### config.mk
export PLATFORM = sky130hd
export DESIGN_NAME = tx_port_engine
export DESIGN_NICKNAME = d
export VERILOG_FILES = /design/src/rtl/tx_port_engine.sv
export SDC_FILE = /design/constraint.sdc
export NUM_CORES = 1
export LEC_CHECK = 0
export ABC_AREA = 0
export BUFFER_PORTS_ARGS = -buffer_cell sky130_fd_sc_hd__clkbuf_2
export CAP_MARGIN = 15
export CORE_MARGIN = 2
export CORE_UTILIZATION = 35
export DETAILED_ROUTE_END_ITERATION = 8
export GPL_ROUTABILITY_DRIVEN = 0
export MAX_ROUTING_LAYER = met4
export PLACE_DENSITY_LB_ADDON = 0.2
export SKIP_LAST_GASP = 1
export SYNTH_ARGS = -nofsm -noshare
export SYNTH_HDL_FRONTEND = slang
export SYNTH_SLANG_ARGS = --single-unit
### constraint.sdc
create_clock -name CLK -period 5.4 [get_ports CLK]
set_input_delay 0.54 -clock CLK [delete_from_list [all_inputs] [get_ports CLK]]
set_output_delay 0.54 -clock CLK [all_outputs]
set_load 0.03 [all_outputs]
### src/rtl/tx_port_engine.sv
// tx_port_engine: processor-mapped 8N1 serial transmitter with holding register,
// overrun/interrupt status and back-to-back frame chaining.
module tx_port_engine #(
    parameter int unsigned BAUD_DIV = 10416,
    parameter logic [15:0] TX_PORT = 16'h0000,
    parameter logic [15:0] STAT_PORT = 16'h0001
) (
    input  logic        CLK,
    input  logic        RESET,
    input  logic [15:0] PORT_ID,
    input  logic [15:0] OUT_PORT,
    input  logic        WRITE_STROBE,
    input  logic        READ_STROBE,
    input  logic        INTERRUPT_ACK,
    output logic [15:0] READ_DATA,
    output logic        INTERRUPT,
    output logic        TX
);
    typedef enum logic [1:0] {IDLE, START, DATA, STOP} state_t;
    localparam logic [15:0] LAST = 16'(BAUD_DIV - 1);
    state_t state, state_n;
    logic [15:0] baud, baud_n;
    logic [2:0] bitc, bitc_n;
    logic [7:0] shift, shift_n, hold;
    logic tx, tx_n, hold_full, overrun, irq;
    logic wr, rd, tick, take, bypass, done, busy;
    logic unused;
    assign unused = &{1'b0, OUT_PORT[15:8]};
    assign wr = WRITE_STROBE && PORT_ID == TX_PORT;
    assign rd = READ_STROBE && PORT_ID == STAT_PORT;
    assign tick = baud == LAST;
    assign busy = state != IDLE;
    assign TX = tx;
    assign INTERRUPT = irq;
    assign READ_DATA = (PORT_ID == STAT_PORT) ? {12'b0, irq, overrun, hold_full, busy} : 16'h0000;
    always_comb begin
        state_n = state;
        baud_n = baud;
        bitc_n = bitc;
        shift_n = shift;
        tx_n = tx;
        take = 1'b0;
        bypass = 1'b0;
        done = 1'b0;
        case (state)
            IDLE: if (hold_full) begin
                state_n = START;
                shift_n = hold;
                take = 1'b1;
                tx_n = 1'b0;
                baud_n = '0;
            end
            START: if (tick) begin
                state_n = DATA;
                baud_n = '0;
                bitc_n = '0;
                tx_n = shift[0];
            end else baud_n = baud + 16'd1;
            DATA: if (tick) begin
                baud_n = '0;
                if (bitc == 3'd7) begin
                    state_n = STOP;
                    tx_n = 1'b1;
                end else begin
                    bitc_n = bitc + 3'd1;
                    shift_n = shift >> 1;
                    tx_n = shift[1];
                end
            end else baud_n = baud + 16'd1;
            default: if (tick) begin
                baud_n = '0;
                done = 1'b1;
                // A write landing on the final STOP edge bypasses the holding register
                if (hold_full) begin
                    state_n = START;
                    shift_n = hold;
                    take = 1'b1;
                    tx_n = 1'b0;
                end else if (wr) begin
                    state_n = START;
                    shift_n = OUT_PORT[7:0];
                    bypass = 1'b1;
                    tx_n = 1'b0;
                end else state_n = IDLE;
            end else baud_n = baud + 16'd1;
        endcase
    end
    always_ff @(posedge CLK) begin
        if (RESET) begin
            state <= IDLE;
            tx <= 1'b1;
            hold <= '0;
            hold_full <= 1'b0;
            overrun <= 1'b0;
            irq <= 1'b0;
            baud <= '0;
            bitc <= '0;
            shift <= '0;
        end else begin
            state <= state_n;
            tx <= tx_n;
            baud <= baud_n;
            bitc <= bitc_n;
            shift <= shift_n;
            hold <= (wr && !hold_full) ? OUT_PORT[7:0] : hold;
            hold_full <= take ? 1'b0 : (wr && !hold_full && !bypass) ? 1'b1 : hold_full;
            overrun <= (wr && hold_full) ? 1'b1 : rd ? 1'b0 : overrun;
            irq <= done ? 1'b1 : INTERRUPT_ACK ? 1'b0 : irq;
        end
    end
endmodule

==> results of run 1 <==
kinds of logic (layout without fill, tap and decap cells):
family                     Yosys count  count (layout)  synth area share [%]
AOI/OAI and AO/OA                   77              77                  23.5
xor gates and xnor gates             1               1                 0.389
adders and majority gates            7               7                  3.88
buffers and inverters               33              49                  7.94
DFF                                 41              41                  36.4
muxes                               10              10                  4.50
other                                1              12                 0.166
and+or+nand+nor                     91              91                  23.2
sequential cells by signal, summed over array words and instances (netlist names):
signal	cells
INTERRUPT	1
bitc	3
baud	16
hold	8
state	2
TX	1
hold_full	1
shift	8
overrun	1
power groups by stage:
stage	logic [uW]	clock network [uW]	registers, uW
floorplan	23.5	0	309
global placement	29.3	0	309
detailed placement	29.6	0	309
CTS	29.6	206	302
global route	32.7	216	302
finish	29.4	196	302
per-stage QoR:
stage	instances	hold slack [ns]
detailed placement	357	0.475
global placement	357	0.468
global route	365	0.508
floorplan	272	0.451
CTS	365	0.492
finish	365	0.489
layout by cell type, fill, tap and decap left out, types with 2 or more instances in the layout:
cell,n
dfxtp_1,41
clkbuf_2,34
a21oi_1,23
nor2_1,21
nand2_1,15
conb_1,12
a211oi_1,10
nor3_1,9
mux2i_1,9
nand3_1,8
o21ai_0,8
a222oi_1,7
ha_1,7
inv_1,6
a311oi_1,6
nor4_1,5
and2_1,5
a31oi_1,5
clkbuf_8,5
nand4_1,4
nand2b_1,4
a21o_1,3
a22oi_1,3
and3_1,3
nand4b_1,2
nor4_4,2
or2_2,2
o211ai_1,2
a41oi_1,2
or3_1,2
a22o_1,2
clkinv_2,2
per-layer routing:
layer / part of all wire [%] / global-route usage [%]
met5: 0 / -
met4: 0.82 / 3.52
met3: 3.3 / 2.95
met2: 50 / 26.1
met1: 45 / 18.8
worst max path at each step:
stage	start	endpoint	slack, ns	cells past startpoint
finish	baud[0]$_SDFFE_PP0P_	baud[5]$_SDFFE_PP0P_	3.00	6
global route	baud[0]$_SDFFE_PP0P_	baud[6]$_SDFFE_PP0P_	2.64	6
CTS	state[0]$_SDFFE_PP0P_	state[1]$_SDFFE_PP0P_	2.94	6
detailed placement	PORT_ID[9]	shift[6]$_SDFFE_PP0P_	2.94	6
global placement	PORT_ID[9]	shift[3]$_SDFFE_PP0P_	2.96	6
floorplan	state[0]$_SDFFE_PP0P_	READ_DATA[0]	3.17	5
layout make-up:
class / count / area [um2]
fillers: 669 / 3770
clock buffers: 6 / 72.6
well taps: 77 / 96.3
flip-flops and latches: 41 / 821
repair buffers: 35 / 178
clock inverters: 2 / 10.0
inverters: 6 / 22.5
multi-input cells: 198 / 1300
worst max-delay path, stage by stage, from the launching register on:
cell and delay, ns:
dfxtp_1 0.36, ha_1 0.27, nand4b_1 0.26, nor4_4 0.10, nor2_1 0.80, o21ai_0 0.21, a311oi_1 0.29
==> results.md, run 1 <==
* Status: complete, no violations
* Clock Tree Buf Depth at 2
* Clk_lat worst skew at 0.29 ns
* CP Class: register to register
* Hold path start: bitc[2]$_SDFFE_PP0P_
* Hold endpoint: bitc[2]$_SDFFE_PP0P_
* WP data required at 5.59 ns
* DRC violations left at 0
* Gate Count Post-Synth at 261
* Clk_skew at 0.00552 ns
* Top cells by area, synth: dfxtp_1 (36%), a21oi_1 (5.1%), buf_4 (4.7%), mux2i_1 (4.0%), ha_1 (3.9%)
* Yosys cell types at 50
* Dpl cell area at 2420 um2
* Initial core utilization at 35.9%
* Die area at 7100 um2
* Sink Count at 41
* Crit path capture type: register
* Layout cells sized above 1 at 17.7%
* Worst-path fanout max at 17
* Synthesized area at 2250 um2
* IO Pins at 55
* Core area at 6280 um2
* Worst-Margin Slew at 1.05 ns
* RSZ-0062 raised after global routing: false
* Routed Antenna Nets at 0
* Ys flop type: dfxtp_1
* Largest net degree at the start of global routing at 43
* Vias at 1971
* IO Port Bufs at 34
* FF-to-FF path depth at 6
* Row cnt at 29
* Setup TNS at 0 ns
* VDD IR max at 0.000123 V
* Internal power at 400 uW
* Area share of the largest cell type after synthesis at 36.4%
* Critical path startpoint category: register
* Leak pwr at 0.000917 uW
* Initial antenna violation count at 0
* Initial DRT Pass Iterations at 4
* Final period utilization at 44.4%
* Post-cts hold buffer count at 0
* EDFF count, synth at 0
* Grt ovf at 0
* Setup ws final at 3.00 ns
* Final hold vios at 0
* Data arrival, critical path at 2.59 ns
* R2r startpoint: baud[0]$_SDFFE_PP0P_
* Clock buffer count from CTS at 5
* Post-DR vias/cell at 5.40
* Sw power at 127 uW
* Worst min path class: register to register
* TritonCTS clock tree: yes
* Chip Width at 84.3 um
* Clock slew at the register clock pins of the worst setup and hold paths at 0.08 ns
* Sequential fraction of the synthesis area at 36.4%
* Ys Warns at 0
* Max-cap violations at 0
* Commonest cells in the netlist: dfxtp_1 (41), a21oi_1 (23), nor2_1 (21), nand2_1 (15), buf_4 (14)
* DP Wirelength at 3.48 mm
* Clock power share at 37.2%
* DIE HEIGHT at 84.3 um
* R2R setup slack at 3.00 ns
* Post-CTS sizing at 0
* RR Endpoint: baud[5]$_SDFFE_PP0P_
* Pwr/cell area at 211 nW/um2
* Slew headroom at 29.9%
* Synth-to-layout area growth at 11.0%
* Worst slack, placed at 2.94 ns
* Slew Viols, Final at 0
* First-pass GRT wire length at 8.89 mm
* H-tree Lvls at 2
* Combinational Power Share at 5.6%
* Worst hold path stage count at 1
* F_max at 417 MHz
* Vias in the first global route at 1928
* Seq cells post-synth at 41
* Pwr Total at 528 uW
* WL/cell at 13.7 um
* Switching Share at 24.1%
* Fin util at 39.9%
* ANT cells at 0
* Final layout net count at 331
* Tot GR Track Use at 15.3%
* Syn Area/Cell at 8.64 um2
* Finish-stage setup viols at 0
* Root buf cell: clkbuf_8
* Cell area after layout at 2500 um2
* Share of synthesized registers carrying an async set or reset at 0%
* Initial DRC Count at 97
* Routed WL at 4.99 mm
* Post-CTS Setup Bufs at 0
* Top-count cell post-synth: dfxtp_1
* Register share of total power at 57.2%
* Post-layout min period at 2.40 ns
* Top cell type by total area after synthesis: dfxtp_1
Note: power is estimated with default switching activity, not from simulation.
==> inputs of run 2 (changes only) <==
--- a/config.mk
+++ b/config.mk
@@ -5,7 +5,7 @@
 export SDC_FILE = /design/constraint.sdc
 export NUM_CORES = 1
 export LEC_CHECK = 0
-export ABC_AREA = 0
+export ABC_AREA = 1
 export BUFFER_PORTS_ARGS = -buffer_cell sky130_fd_sc_hd__clkbuf_2
 export CAP_MARGIN = 15
 export CORE_MARGIN = 2
==> constraint.sdc (replaced) <==
create_clock -name CLK -period 2.47 [get_ports CLK]
set_input_delay 0.247 -clock CLK [delete_from_list [all_inputs] [get_ports CLK]]
set_output_delay 0.247 -clock CLK [all_outputs]
set_load 0.03 [all_outputs]
==> run 2 against run 1 <==
  * Count of clock-buffer cells in the layout is 1 higher
  * Synthesized area up 15%
  * Wire length is 17% higher
  * First-iteration DRC count increased by 34%
  * Setup slack got worse by 2.6 ns
  * Critical path type unchanged
  * Largest cell class unchanged
  * Highest routed layer unchanged
==> results.md, run 2 <==
* Status: complete, no violations
* Critical path startpoint category: register
* Max-cap violations at 0
* Routed WL at 5.85 mm
* Clock buffer count from CTS at 5
* Adder-cell area share of the yosys netlist at 3.38%
* Post-layout min period at 2.06 ns
* Top cells by area, synth: dfxtp_1 (32%), nand2_1 (16%), inv_1 (7.0%), nor2_1 (6.4%), a21oi_1 (6.0%)
* Synth Area in Compound Gates at 13.5%
* CP Class: register to register
* Clock slew at the register clock pins of the worst setup and hold paths at 0.08 ns
* Top flop regs: baud: 16 flops, hold: 8 flops, shift: 8 flops
* Crit path capture type: register
* ANT cells at 0
* EDFF count, synth at 0
* Area share of the largest cell type after synthesis at 31.7%
* Top-count cell post-synth: nand2_1
* Post-CTS Setup Bufs at 0
* Vias in the first global route at 2092
* VDD IR max at 0.000316 V
* Data arrival, critical path at 2.28 ns
* Ys Warns at 0
* Post-DR vias/cell at 4.57
* Commonest non-fill, non-tap cell in the layout: nand2_1
* Sink Count at 41
* RSZ-0062 raised after global routing: false
* WL/cell at 11.1 um
* Sequential fraction of the synthesis area at 31.7%
* First-pass GRT wire length at 9.83 mm
* Biggest register: baud
* Clock Tree Buf Depth at 2
* Grt ovf at 0
* Worst min path class: input port to register
* Initial DRT Pass Iterations at 4
* Syn Area/Cell at 6.54 um2
* Vias at 2415
* R2R setup slack at 0.41 ns
* Layout cells sized above 1 at 15.6%
* Leak pwr at 0.00123 uW
* Worst-Margin Slew at 0.637 ns
* Clk_lat worst skew at 0.28 ns
* Root buf cell: clkbuf_8
* Mux contribution to synthesized area at 0%
* Finish-stage setup viols at 0
* Simple logic cell fraction of the synthesized area at 36.3%
* Final layout net count at 473
* Slew headroom at 57.4%
* Gate Count Post-Synth at 396
* Routed Antenna Nets at 0
* F_max at 486 MHz
* TritonCTS clock tree: yes
* IO Port Bufs at 34
* DIE HEIGHT at 90 um
* Synthesized area at 2590 um2
* Initial core utilization at 35.9%
* Tot GR Track Use at 15.1%
* Ys flop type: dfxtp_1
* IO Pins at 55
* Seq cells post-synth at 41
* Post-CTS sizing at 0
* Largest register FFs at 16
* Share of synthesized registers carrying an async set or reset at 0%
* Top cell type by total area after synthesis: dfxtp_1
* Worst-path fanout max at 11
* Yosys cell types at 37
* Final period utilization at 83.3%
* Row cnt at 31
* Pwr/cell area at 602 nW/um2
* Main combinational cell family by area after synthesis: simple AND/OR/NAND/NOR gates
* Final hold vios at 0
* DRC violations left at 0
* Synth-to-layout area growth at 11.6%
* Chip Width at 90 um
* Fin util at 40.0%
* Largest net degree at the start of global routing at 25
* Clk_skew at 0.00587 ns
* DP Wirelength at 4.29 mm
* Setup TNS at 0 ns
* WP data required at 2.69 ns
* XOR/XNOR Fraction of Synth Area at 1.69%
* Commonest cells in the netlist: nand2_1 (112), inv_1 (48), nor2_1 (44), dfxtp_1 (41), a21oi_1 (31)
* Most frequent cells in the layout: nand2_1 (112), inv_1 (48), nor2_1 (44), dfxtp_1 (41), clkbuf_2 (34)
* Post-cts hold buffer count at 0
* Core area at 7210 um2
* Die area at 8100 um2
* Initial DRC Count at 130
* H-tree Lvls at 2
* Initial antenna violation count at 0
* Slew Viols, Final at 0
run 2: cells by family (layout without fill, tap and decap cells):
kind of cell | Yosys count | count (layout)
AOI/OAI and AO/OA | 59 | 59
xor gates and xnor gates | 5 | 5
adders and majority gates | 7 | 7
buffers and inverters | 74 | 96
DFF | 41 | 41
other | 1 | 12
and+or+nand+nor | 209 | 209
run 2: critical path, stage by stage, from the launching register on:
cell,delay (ns)
dfxtp_1,0.34
inv_1,0.10
ha_1,0.47
inv_1,0.11
buf_4,0.19
a21oi_4,0.37
nand3_4,0.19
nand2_1,0.10
inv_1,0.04
nor2_1,0.09
run 2: path summary, 6_finish.rpt:
path | start | endpoint | cells after the start
worst max-delay path | state[0]$_SDFFE_PP0P_ | shift[4]$_SDFFE_PP0P_ | 9
worst min-delay path | OUT_PORT[4] | hold[4]$_SDFFE_PP0P_ | 3
worst max register to register | state[0]$_SDFFE_PP0P_ | shift[4]$_SDFFE_PP0P_ | 9
worst min register to register | bitc[2]$_SDFFE_PP0P_ | bitc[2]$_SDFFE_PP0P_ | 2
run 2: per-stage QoR:
step	hold slack (ns)	cell area, um2	setup WS [ns]	instances	power (uW)
final	0.207	2890	0.414	528	1740
after global routing	0.204	2890	0.210	528	1870
after CTS	0.198	2890	0.415	528	1760
after detailed placement	0.465	2800	0.446	521	1310
after global placement	0.458	2800	0.456	521	1300
after floorplan	0.395	2630	0.878	407	1180
run 2: layout make-up:
class | count | area (um2)
Tap cell | 99 | 124
Sequential cell | 41 | 821
Multi-Input combinational cell | 292 | 1470
Clock buffer | 7 | 86.3
Fill cell | 774 | 4330
Timing Repair Buffer | 38 | 200
Inverter | 51 | 191
run 2: layer usage:
metal | GRT usage, % | vias up | wire (um)
met3 | 2.93 | 2 | 301
met5 | - | - | 0
met4 | 4.62 | 0 | 55
met1 | 21.0 | 1052 | 3050
li1 | - | 1297 | -
met2 | 22.1 | 64 | 2440
run 2: report_power, final:
group,internal (uW),total [uW],switching (uW)
Combinational,173,554,381
Sequential,711,738,26.8
Clock,222,447,225
Total,1110,1740,632
==> inputs of run 3 (changes only) <==
==> constraint.sdc (replaced) <==
create_clock -name CLK -period 1.8 [get_ports CLK]
set_input_delay 0.18 -clock CLK [delete_from_list [all_inputs] [get_ports CLK]]
set_output_delay 0.18 -clock CLK [all_outputs]
set_load 0.03 [all_outputs]
==> run 3 against run 2 <==
  * Hold slack got worse by 0.074 ns
  * Global-route usage rose by 0.61 points
  * Utilization rose by 2.2 points
  * Wire length rose by 2.2%
  * Combinational power rose by 57%
  * Critical endpoint is now READ_DATA[0]
  * Setup slack got worse by 0.29 ns
  * Critical path depth fell by 4
  * Count of clock-buffer cells in the layout rose by 1
  * Via count rose by 1.8%
  * Final cell count rose by 3.2%
  * Sequential power rose by 37%
==> results.md, run 3 (same netlist as run 2, synthesis figures left out) <==
* Status: complete, no violations
* Slew headroom at 61.6%
* CP max stage cell: dfxtp_1
* Worst min path class: input port to register
* Top flop regs: baud: 16 flops, hold: 8 flops, shift: 8 flops
* Finish-stage setup viols at 0
* Chip Width at 90 um
* Initial core utilization at 35.9%
* H-tree Lvls at 2
* Worst slack, placed at 0.0311 ns
* IO Pins at 55
* Delay-heaviest family, CP: buffers and inverters
* Biggest register: baud
* Multi-input gate area at 1490 um2
* Critical path startpoint category: register
* Hold Slack at 0.133 ns
* Grt ovf at 0
* Clk_lat worst skew at 0.29 ns
* Number of fill cells at 771
* DIE HEIGHT at 90 um
* CP peak stage delay at 0.39 ns
* Clock Tree Buf Depth at 2
* Core area at 7210 um2
* Commonest non-fill, non-tap cell in the layout: nand2_1
* Number of buffers and inverters on the critical path at 3
* Largest net degree at the start of global routing at 25
* M1 WL at 3.10 mm
* CP Class: register to output port
* Post-layout min period at 1.67 ns
* F_max at 598 MHz
* Die area at 8100 um2
* DR WL met2 at 2.53 mm
* DRC violations left at 0
* Final hold vios at 0
* Fin util at 42.2%
* Leak pwr at 0.00131 uW
* Clock buffer count from CTS at 5
* Vias at 2458
* WL/cell at 11.0 um
* First-pass GRT wire length at 10.2 mm
* Row cnt at 31
* Crit path capture type: output port
* Seq. cell area at 822 um2
* Sink Count at 41
* Largest register FFs at 16
* Max-cap violations at 0
* Data arrival, critical path at 1.49 ns
* VDD IR max at 0.000343 V
* WP data required at 1.62 ns
* Synth-to-layout area growth at 17.5%
* TritonCTS clock tree: yes
* Final layout net count at 489
* Initial DRT Pass Iterations at 4
* CP cell instances: inv_1 > ha_1 > buf_4 > nor2_1 > clkbuf_2
* ANT cells at 0
* Clk_skew at 0.00948 ns
* Tot GR Track Use at 15.7%
* Vias in the first global route at 2165
* Pwr Total at 2470 uW
* Pwr/cell area at 812 nW/um2
* Routed Antenna Nets at 0
* Initial antenna violation count at 0
* DP Wirelength at 4.43 mm
* RSZ-0062 raised after global routing: true
* Met3 wire len at 269 um
* Root buf cell: clkbuf_8
* Initial DRC Count at 150
* Top routing layer in use: met4
* Post-CTS Setup Bufs at 0
* Setup ws final at 0.128 ns
* Slew Viols, Final at 0
* IO Port Bufs at 34
* Setup TNS at 0 ns
* Worst-Margin Slew at 0.575 ns
* Most frequent cells in the layout: nand2_1 (112), inv_1 (47), dfxtp_1 (40), nor2_1 (40), clkbuf_2 (34)
* Layout cells sized above 1 at 20.6%
* Worst-path fanout max at 9
* Routed WL at 5.98 mm
* Post-DR vias/cell at 4.51
* Clock slew at the register clock pins of the worst setup and hold paths at 0.08 ns
* Final period utilization at 92.9%
run 3: worst reg2reg max path: stages, from the launching register on:
cell     delay [ns]
dfxtp_1        0.34
ha_2           0.20
nand3_2        0.12
nor2_4         0.14
nand2_4        0.10
a21oi_4        0.32
nand3_4        0.17
nand2_1        0.09
inv_1          0.04
nor2_1         0.08
run 3: what timing repair did:
item,in CTS,in global routing
gates resized for setup,0,10
hold endpoints to repair,0,0
hold buffers,0,0
setup endpoints to repair,0,14
run 3: path summary, 6_finish.rpt:
kind,endpoint,cells after the start,from,slack (ns)
worst min register to register,bitc[2]$_SDFFE_PP0P_,2,bitc[2]$_SDFFE_PP0P_,0.48
worst min-delay path,hold[2]$_SDFFE_PP0P_,3,OUT_PORT[2],0.13
worst max register to register,shift[4]$_SDFFE_PP0P_,9,baud[0]$_SDFFE_PP0P_,0.13
worst max-delay path,READ_DATA[0],5,state[1]$_SDFFE_PP0P_,0.13
run 3: metal layers:
layer	vias to the layer above	GRT usage [%]
met4	0	4.74
met3	6	3.19
met5	-	-
met2	59	23.4
met1	1060	21.4
li1	1333	-
run 3: final cells by class:
cell class	instances	share of cell area, %
timing repair buffer	54	10.9
sequential	41	27.0
inverter	51	6.29
tap	99	4.07
multi-input combinational	292	49.1
clock buffer	8	2.63
run 3: power breakdown:
| group | internal, uW | switching [uW] |
|---|---|---|
| registers | 977 | 33.0 |
| clock network | 276 | 312 |
| logic | 321 | 551 |
run 3: through the flow:
stage / instances / cell area, um2
after floorplan: 407 / 2630
after CTS: 545 / 3010
final: 545 / 3040
after detailed placement: 537 / 2930
after global placement: 537 / 2930
after global routing: 545 / 3040
